**src/rtl/pipe_ctrl_unit.sv**
```systemverilog
// ----------------------------------------------------------------------------
// pipe_ctrl_unit
//   Pipeline control for the in-order MIPS pipeline. It builds the per-stage
//   stall vector from the stall request sources and issues the exception
//   flush/redirect. An exception that arrives while a blocking source such as
//   a cache miss is active is held. It is replayed as a flush once the block
//   clears. The unit also counts consecutive stall cycles and raises a
//   watchdog when that count gets too high.
//
//   Optional build macro: PIPE_CTRL_PERF_EN
//     When defined, the unit keeps one 32-bit stall-request counter per
//     source, and perf_sel_i selects which one drives perf_cnt_o.
//     When undefined, perf_cnt_o is 0.
//
// Ports
//   clk            system clock
//   resetn         asynchronous active-low reset
//   stallreq_i     per-source stall request (level)
//   excp_valid_i   exception/eret redirect request (pulse)
//   excp_pc_i      redirect target, valid with excp_valid_i
//   flush          pipeline flush
//   new_pc         redirect PC while flush=1, else 0
//   stall          per-stage stall vector; bit 0 = PC/IF, rising toward WB
//   excp_pending_o a deferred exception is held
//   stall_cnt_o    consecutive stall cycles, saturating
//   wdog_o         watchdog hit (registered)
//   perf_sel_i     performance counter select
//   perf_cnt_o     selected performance counter
// ----------------------------------------------------------------------------
module pipe_ctrl_unit #(
    parameter int                              NUM_STAGES = 6,
    parameter int                              NUM_REQ    = 5,
    parameter logic [NUM_STAGES*NUM_REQ-1:0]   STALL_MAP  = 30'b000011_000111_000111_001111_011111,
    parameter logic [NUM_REQ-1:0]              BLOCK_MASK = 5'b00001,
    parameter int                              CNT_W      = 16,
    parameter int unsigned                     WDOG_LIMIT = 4096,
    localparam int                             SEL_W      = (NUM_REQ > 1) ? $clog2(NUM_REQ) : 1
) (
    input  logic                  clk,
    input  logic                  resetn,
    input  logic [NUM_REQ-1:0]    stallreq_i,
    input  logic                  excp_valid_i,
    input  logic [31:0]           excp_pc_i,
    output logic                  flush,
    output logic [31:0]           new_pc,
    output logic [NUM_STAGES-1:0] stall,
    output logic                  excp_pending_o,
    output logic [CNT_W-1:0]      stall_cnt_o,
    output logic                  wdog_o,
    input  logic [SEL_W-1:0]      perf_sel_i,
    output logic [31:0]           perf_cnt_o
);

    logic [NUM_STAGES-1:0] stall_raw;
    logic                  blk;
    logic                  flush_raw;
    logic [31:0]           new_pc_raw;

    logic                  pend_v_q, pend_v_d;
    logic [31:0]           pend_pc_q, pend_pc_d;
    logic [CNT_W-1:0]      stall_cnt_q, stall_cnt_d;
    logic                  wdog_q, wdog_d;
    logic [CNT_W:0]        cnt_inc;

    // The masks are thermometer codes, so ORing them gives the deepest
    // requested stall.
    always_comb begin
        stall_raw = '0;
        for (int i = 0; i < NUM_REQ; i++) begin
            if (stallreq_i[i]) stall_raw = stall_raw | STALL_MAP[i*NUM_STAGES +: NUM_STAGES];
        end
    end

    assign blk = |(stallreq_i & BLOCK_MASK);

    // Flush priority. A block defers all flushing. A held exception beats a
    // new one. A request that arrives while a held exception is replayed is
    // dropped, because that flush already wipes the pipeline.
    always_comb begin
        flush_raw  = 1'b0;
        new_pc_raw = '0;
        pend_v_d   = pend_v_q;
        pend_pc_d  = pend_pc_q;
        if (blk) begin
            if (excp_valid_i && !pend_v_q) begin
                pend_v_d  = 1'b1;
                pend_pc_d = excp_pc_i;
            end
        end else if (pend_v_q) begin
            flush_raw  = 1'b1;
            new_pc_raw = pend_pc_q;
            pend_v_d   = 1'b0;
        end else if (excp_valid_i) begin
            flush_raw  = 1'b1;
            new_pc_raw = excp_pc_i;
        end
    end

    // While reset is held, the combinational outputs are forced quiet.
    assign stall  = resetn ? stall_raw  : '0;
    assign flush  = resetn & flush_raw;
    assign new_pc = resetn ? new_pc_raw : '0;

    // The watchdog compares against the count including this cycle. That
    // count is one bit wider than the counter, so saturation cannot hide it.
    assign cnt_inc = {1'b0, stall_cnt_q} + {{CNT_W{1'b0}}, 1'b1};

    always_comb begin
        stall_cnt_d = '0;
        wdog_d      = 1'b0;
        if (stall != '0) begin
            stall_cnt_d = (&stall_cnt_q) ? stall_cnt_q : cnt_inc[CNT_W-1:0];
            wdog_d      = wdog_q || (32'(cnt_inc) >= WDOG_LIMIT);
        end
    end

    always_ff @(posedge clk or negedge resetn) begin
        if (!resetn) begin
            pend_v_q    <= 1'b0;
            pend_pc_q   <= '0;
            stall_cnt_q <= '0;
            wdog_q      <= 1'b0;
        end else begin
            pend_v_q    <= pend_v_d;
            pend_pc_q   <= pend_pc_d;
            stall_cnt_q <= stall_cnt_d;
            wdog_q      <= wdog_d;
        end
    end

    assign excp_pending_o = pend_v_q;
    assign stall_cnt_o    = stall_cnt_q;
    assign wdog_o         = wdog_q;

`ifdef PIPE_CTRL_PERF_EN
    logic [NUM_REQ-1:0][31:0] perf_cnt_q, perf_cnt_d;

    always_comb begin
        for (int i = 0; i < NUM_REQ; i++) begin
            perf_cnt_d[i] = perf_cnt_q[i] + {31'd0, stallreq_i[i]};
        end
    end

    always_ff @(posedge clk or negedge resetn) begin
        if (!resetn) perf_cnt_q <= '0;
        else         perf_cnt_q <= perf_cnt_d;
    end

    // An out-of-range select matches no counter and reads as 0.
    always_comb begin
        perf_cnt_o = '0;
        for (int i = 0; i < NUM_REQ; i++) begin
            if (perf_sel_i == SEL_W'(i)) perf_cnt_o = perf_cnt_q[i];
        end
    end
`else
    logic unused_perf_sel;
    assign unused_perf_sel = ^perf_sel_i;
    assign perf_cnt_o      = '0;
`endif

endmodule

```
**config.mk**
```make
export PLATFORM = sky130hd
export DESIGN_NAME = pipe_ctrl_unit
export DESIGN_NICKNAME = d
export VERILOG_FILES = /design/src/rtl/pipe_ctrl_unit.sv
export SDC_FILE = /design/constraint.sdc
export NUM_CORES = 1
export LEC_CHECK = 0
export BUFFER_PORTS_ARGS = -buffer_cell sky130_fd_sc_hd__clkbuf_2
export CAP_MARGIN = 20
export CORE_ASPECT_RATIO = 0.9
export CORE_MARGIN = 2
export CORE_UTILIZATION = 36
export CTS_CLUSTER_SIZE = 30
export DETAILED_ROUTE_END_ITERATION = 6
export GPL_ROUTABILITY_DRIVEN = 0
export MAX_ROUTING_LAYER = met4
export SLEW_MARGIN = 20
export SYNTH_ARGS = -nofsm -noshare
export SYNTH_HDL_FRONTEND = slang
export SYNTH_SLANG_ARGS = --single-unit
```
**constraint.sdc**
```tcl
create_clock -name clk -period 5.85 [get_ports clk]
set_clock_uncertainty 0.2 [all_clocks]
set_input_delay 0.8775 -clock clk [delete_from_list [all_inputs] [get_ports clk]]
set_output_delay 0.8775 -clock clk [all_outputs]
set_load 0.01 [all_outputs]
```
==> results.sh <==
export IMPL_wl_per_cell_um=14.0
export IMPL_drive_gt1_share_pct=38.4
export IMPL_finalHoldViolations=0
export IMPL_top_layer_used="met4"
export IMPL_cp_max_fo=14
export IMPL_crit_required_ns=4.77
export IMPL_slew_limit_headroom_pct=44.4
export IMPL_die_area_mm2=0.00870
export IMPL_hold_buffers=0
export IMPL_antenna_found_initial=0
export IMPL_num_rows=30
export IMPL_critical_path_buf_inv_count=3
export IMPL_diodes=0
export IMPL_crit_path_end_kind="output port"
export IMPL_clock_path_buffers=2
export IMPL_hold_class="input pin to asynchronous set/reset pin"
export IMPL_nFillCells=795
export IMPL_worst_path_largest_cell_delay_ns=0.54
export IMPL_synthFlopType="dfrtp_1"
export IMPL_max_freq_mhz=274
export IMPL_met1_length_mm=3.02
export IMPL_yosysUniqueCellTypes=41
export IMPL_final_max_slew_viol_count=0
export IMPL_ys_warn_count=0
export IMPL_grt_pass1_wl_mm=10.4
export IMPL_synth_avg_cell_area_um2=9.79
export IMPL_path_cells="clkbuf_2 -> or4_1 -> o21ai_2 -> inv_1 -> clkbuf_2"
export IMPL_ios=132
export IMPL_htreeDepth=2
export IMPL_start_util_pct=37.6
export IMPL_cts_sinks=50
export IMPL_track_usage_pct=15.3
export IMPL_drt_initial_drc_count=71
export IMPL_min_period_ns=3.65
export IMPL_crit_top_cell="clkbuf_2"
export IMPL_min_period_over_period_pct=62.4
export IMPL_ant_nets=0
export IMPL_hpwl_mm=4.79
export IMPL_clk_pin_slew_ns=0.09
export IMPL_placed_cells=468
export IMPL_final_setup_tns_ns=0
export IMPL_num_vias=2399
export IMPL_critPathTopFamily="buffers and inverters"
export IMPL_cpMaxStageDelayCell="or4_1"
export IMPL_cts_tree="done"
export IMPL_synth_seq_cells=50
export IMPL_place_port_buffers=95
export IMPL_syn2layout_area_growth_pct=17.8
export IMPL_fp_coreArea_mm2=0.00762
export IMPL_worst_pin_slew_ns=0.829
export IMPL_drc=0
export IMPL_syn_area_mm2=0.00287
export IMPL_irDropWorstVdd_uv=103
export IMPL_layout_common_cells="clkbuf_2 (95), dfrtp_1 (50), nor2_1 (49)"
export IMPL_fin_cells=476
export IMPL_vias_per_cell=5.04
export IMPL_grt_pass1_vias=2198
export IMPL_setup_worst_path_start="stallreq_i[0]"
export IMPL_multi_input_area_mm2=0.00139
export IMPL_async_reset_ff_share_pct=100
export IMPL_syn_inst=293
export IMPL_setup_violations_final=0
export IMPL_wl_met2_mm=3.21
export IMPL_crit_type="input pin to output port"
export IMPL_die_x_um=98.1
export IMPL_grt_max_degree=46
export IMPL_clockRootBuffer="clkbuf_8"
export IMPL_synth_edf_count=0
export IMPL_seq_area_frac_synth_pct=43.6
export IMPL_die_h_um=88.7
export IMPL_r2r_cells=6
export IMPL_r2r_end="wdog_o"
export IMPL_num_nets_final=423
export IMPL_rsz0062_at_grt="false"
export IMPL_power_per_cell_area_mw_per_mm2=228
export IMPL_r2r_slack_ns=3.67
export IMPL_crit_path_start_kind="input pin"
export IMPL_final_seq_area_mm2=0.00125
export IMPL_reg2reg_from="stall_cnt_o[0]"
export IMPL_whs_ns=0.228
export IMPL_totalWireLength_mm=6.66
export IMPL_status="finished, final reports clean"
export IMPL_postCtsResizedCells=0
export IMPL_overflow=0
export IMPL_cap_violations=0
export IMPL_power_leakage_nw=1.65
export IMPL_arrival_ns=2.57
export IMPL_cts_buffers=5
export IMPL_final_common_cell="clkbuf_2"
export IMPL_wl_met3_um=335
export IMPL_post_cts_setup_buffer_count=0
export IMPL_drtPass1Iterations=4
export IMPL_clk_latency_ns=0.30
==> state kept, by name, indices dropped and copies added (netlist names) <==
register and count:
excp_pending_o 1, pend_pc_q 32, stall_cnt_o 16, wdog_o 1
==> layout make-up <==
class	instances	share of cell area (%)
multi-input cells	219	41.2
clock inverters	3	0.629
well taps	96	3.55
clock buffers	5	2.04
inverters	3	0.333
flip-flops and latches	50	37.0
repair buffers	100	15.2
==> layer usage <==
metal,track usage (%),up-vias
met5,-,-
met3,1.97,8
met4,5.30,0
met2,24.8,84
li1,-,1143
met1,20.0,1164
==> synthesized netlist by cell type (all sizes together) (3+ instances only) <==
library cell / instances / area (µm²)
mux2: 32 / 360
dfrtp: 50 / 1250
a21oi: 8 / 40.0
buf: 40 / 285
o21ai: 7 / 38.8
clkbuf: 13 / 48.8
xor2: 4 / 35.0
a22oi: 31 / 233
inv: 3 / 11.3
xnor2: 4 / 35.0
and3: 5 / 31.3
nand3: 10 / 60.1
nand4: 4 / 31.3
nor2: 49 / 184
nand2: 8 / 30.0
==> worst max-delay path by stage <==
stage / to / slack (ns) / depth (start not counted)
after floorplan: stall[1] / 2.87 / 4
final: stall[1] / 2.20 / 5
after global placement: stall[0] / 2.21 / 5
after CTS: stall[0] / 2.21 / 5
after global routing: stall[1] / 2.11 / 5
after detailed placement: stall[1] / 2.21 / 5
==> where the power goes <==
group / leakage [nW] / switching, mW / internal, mW / total, mW
clock: 0.0441 / 0.121 / 0.0843 / 0.206
combinational: 0.979 / 0.0791 / 0.0732 / 0.152
sequential: 0.624 / 0.0238 / 0.389 / 0.413
total: 1.65 / 0.224 / 0.547 / 0.771
==> logic make-up (layout without fill, tap and decap cells) <==
kind of cell	count (synthesis)	count (layout)	share of synthesized area, %
compound gates	57	57	13.9
fa+ha+maj	1	1	0.436
flops	50	50	43.6
other cells	1	33	0.131
simple gates	88	88	14.8
xor+xnor	8	8	2.44
buf+inv	56	111	12.0
mux	32	32	12.6
==> metrics by stage <==
stage               power, mW  utilization (%)  setup WS, ns  cell area, µm²
CTS                     0.783             44.4          2.21            3380
global route            0.812             44.4          2.11            3380
detailed placement      0.574             43.2          2.21            3290
global placement        0.567             43.2          2.21            3290
finish                  0.771             44.4          2.20            3380
floorplan               0.532                -          2.87            2990
No activity file was read; power rests on OpenSTA's default activity.
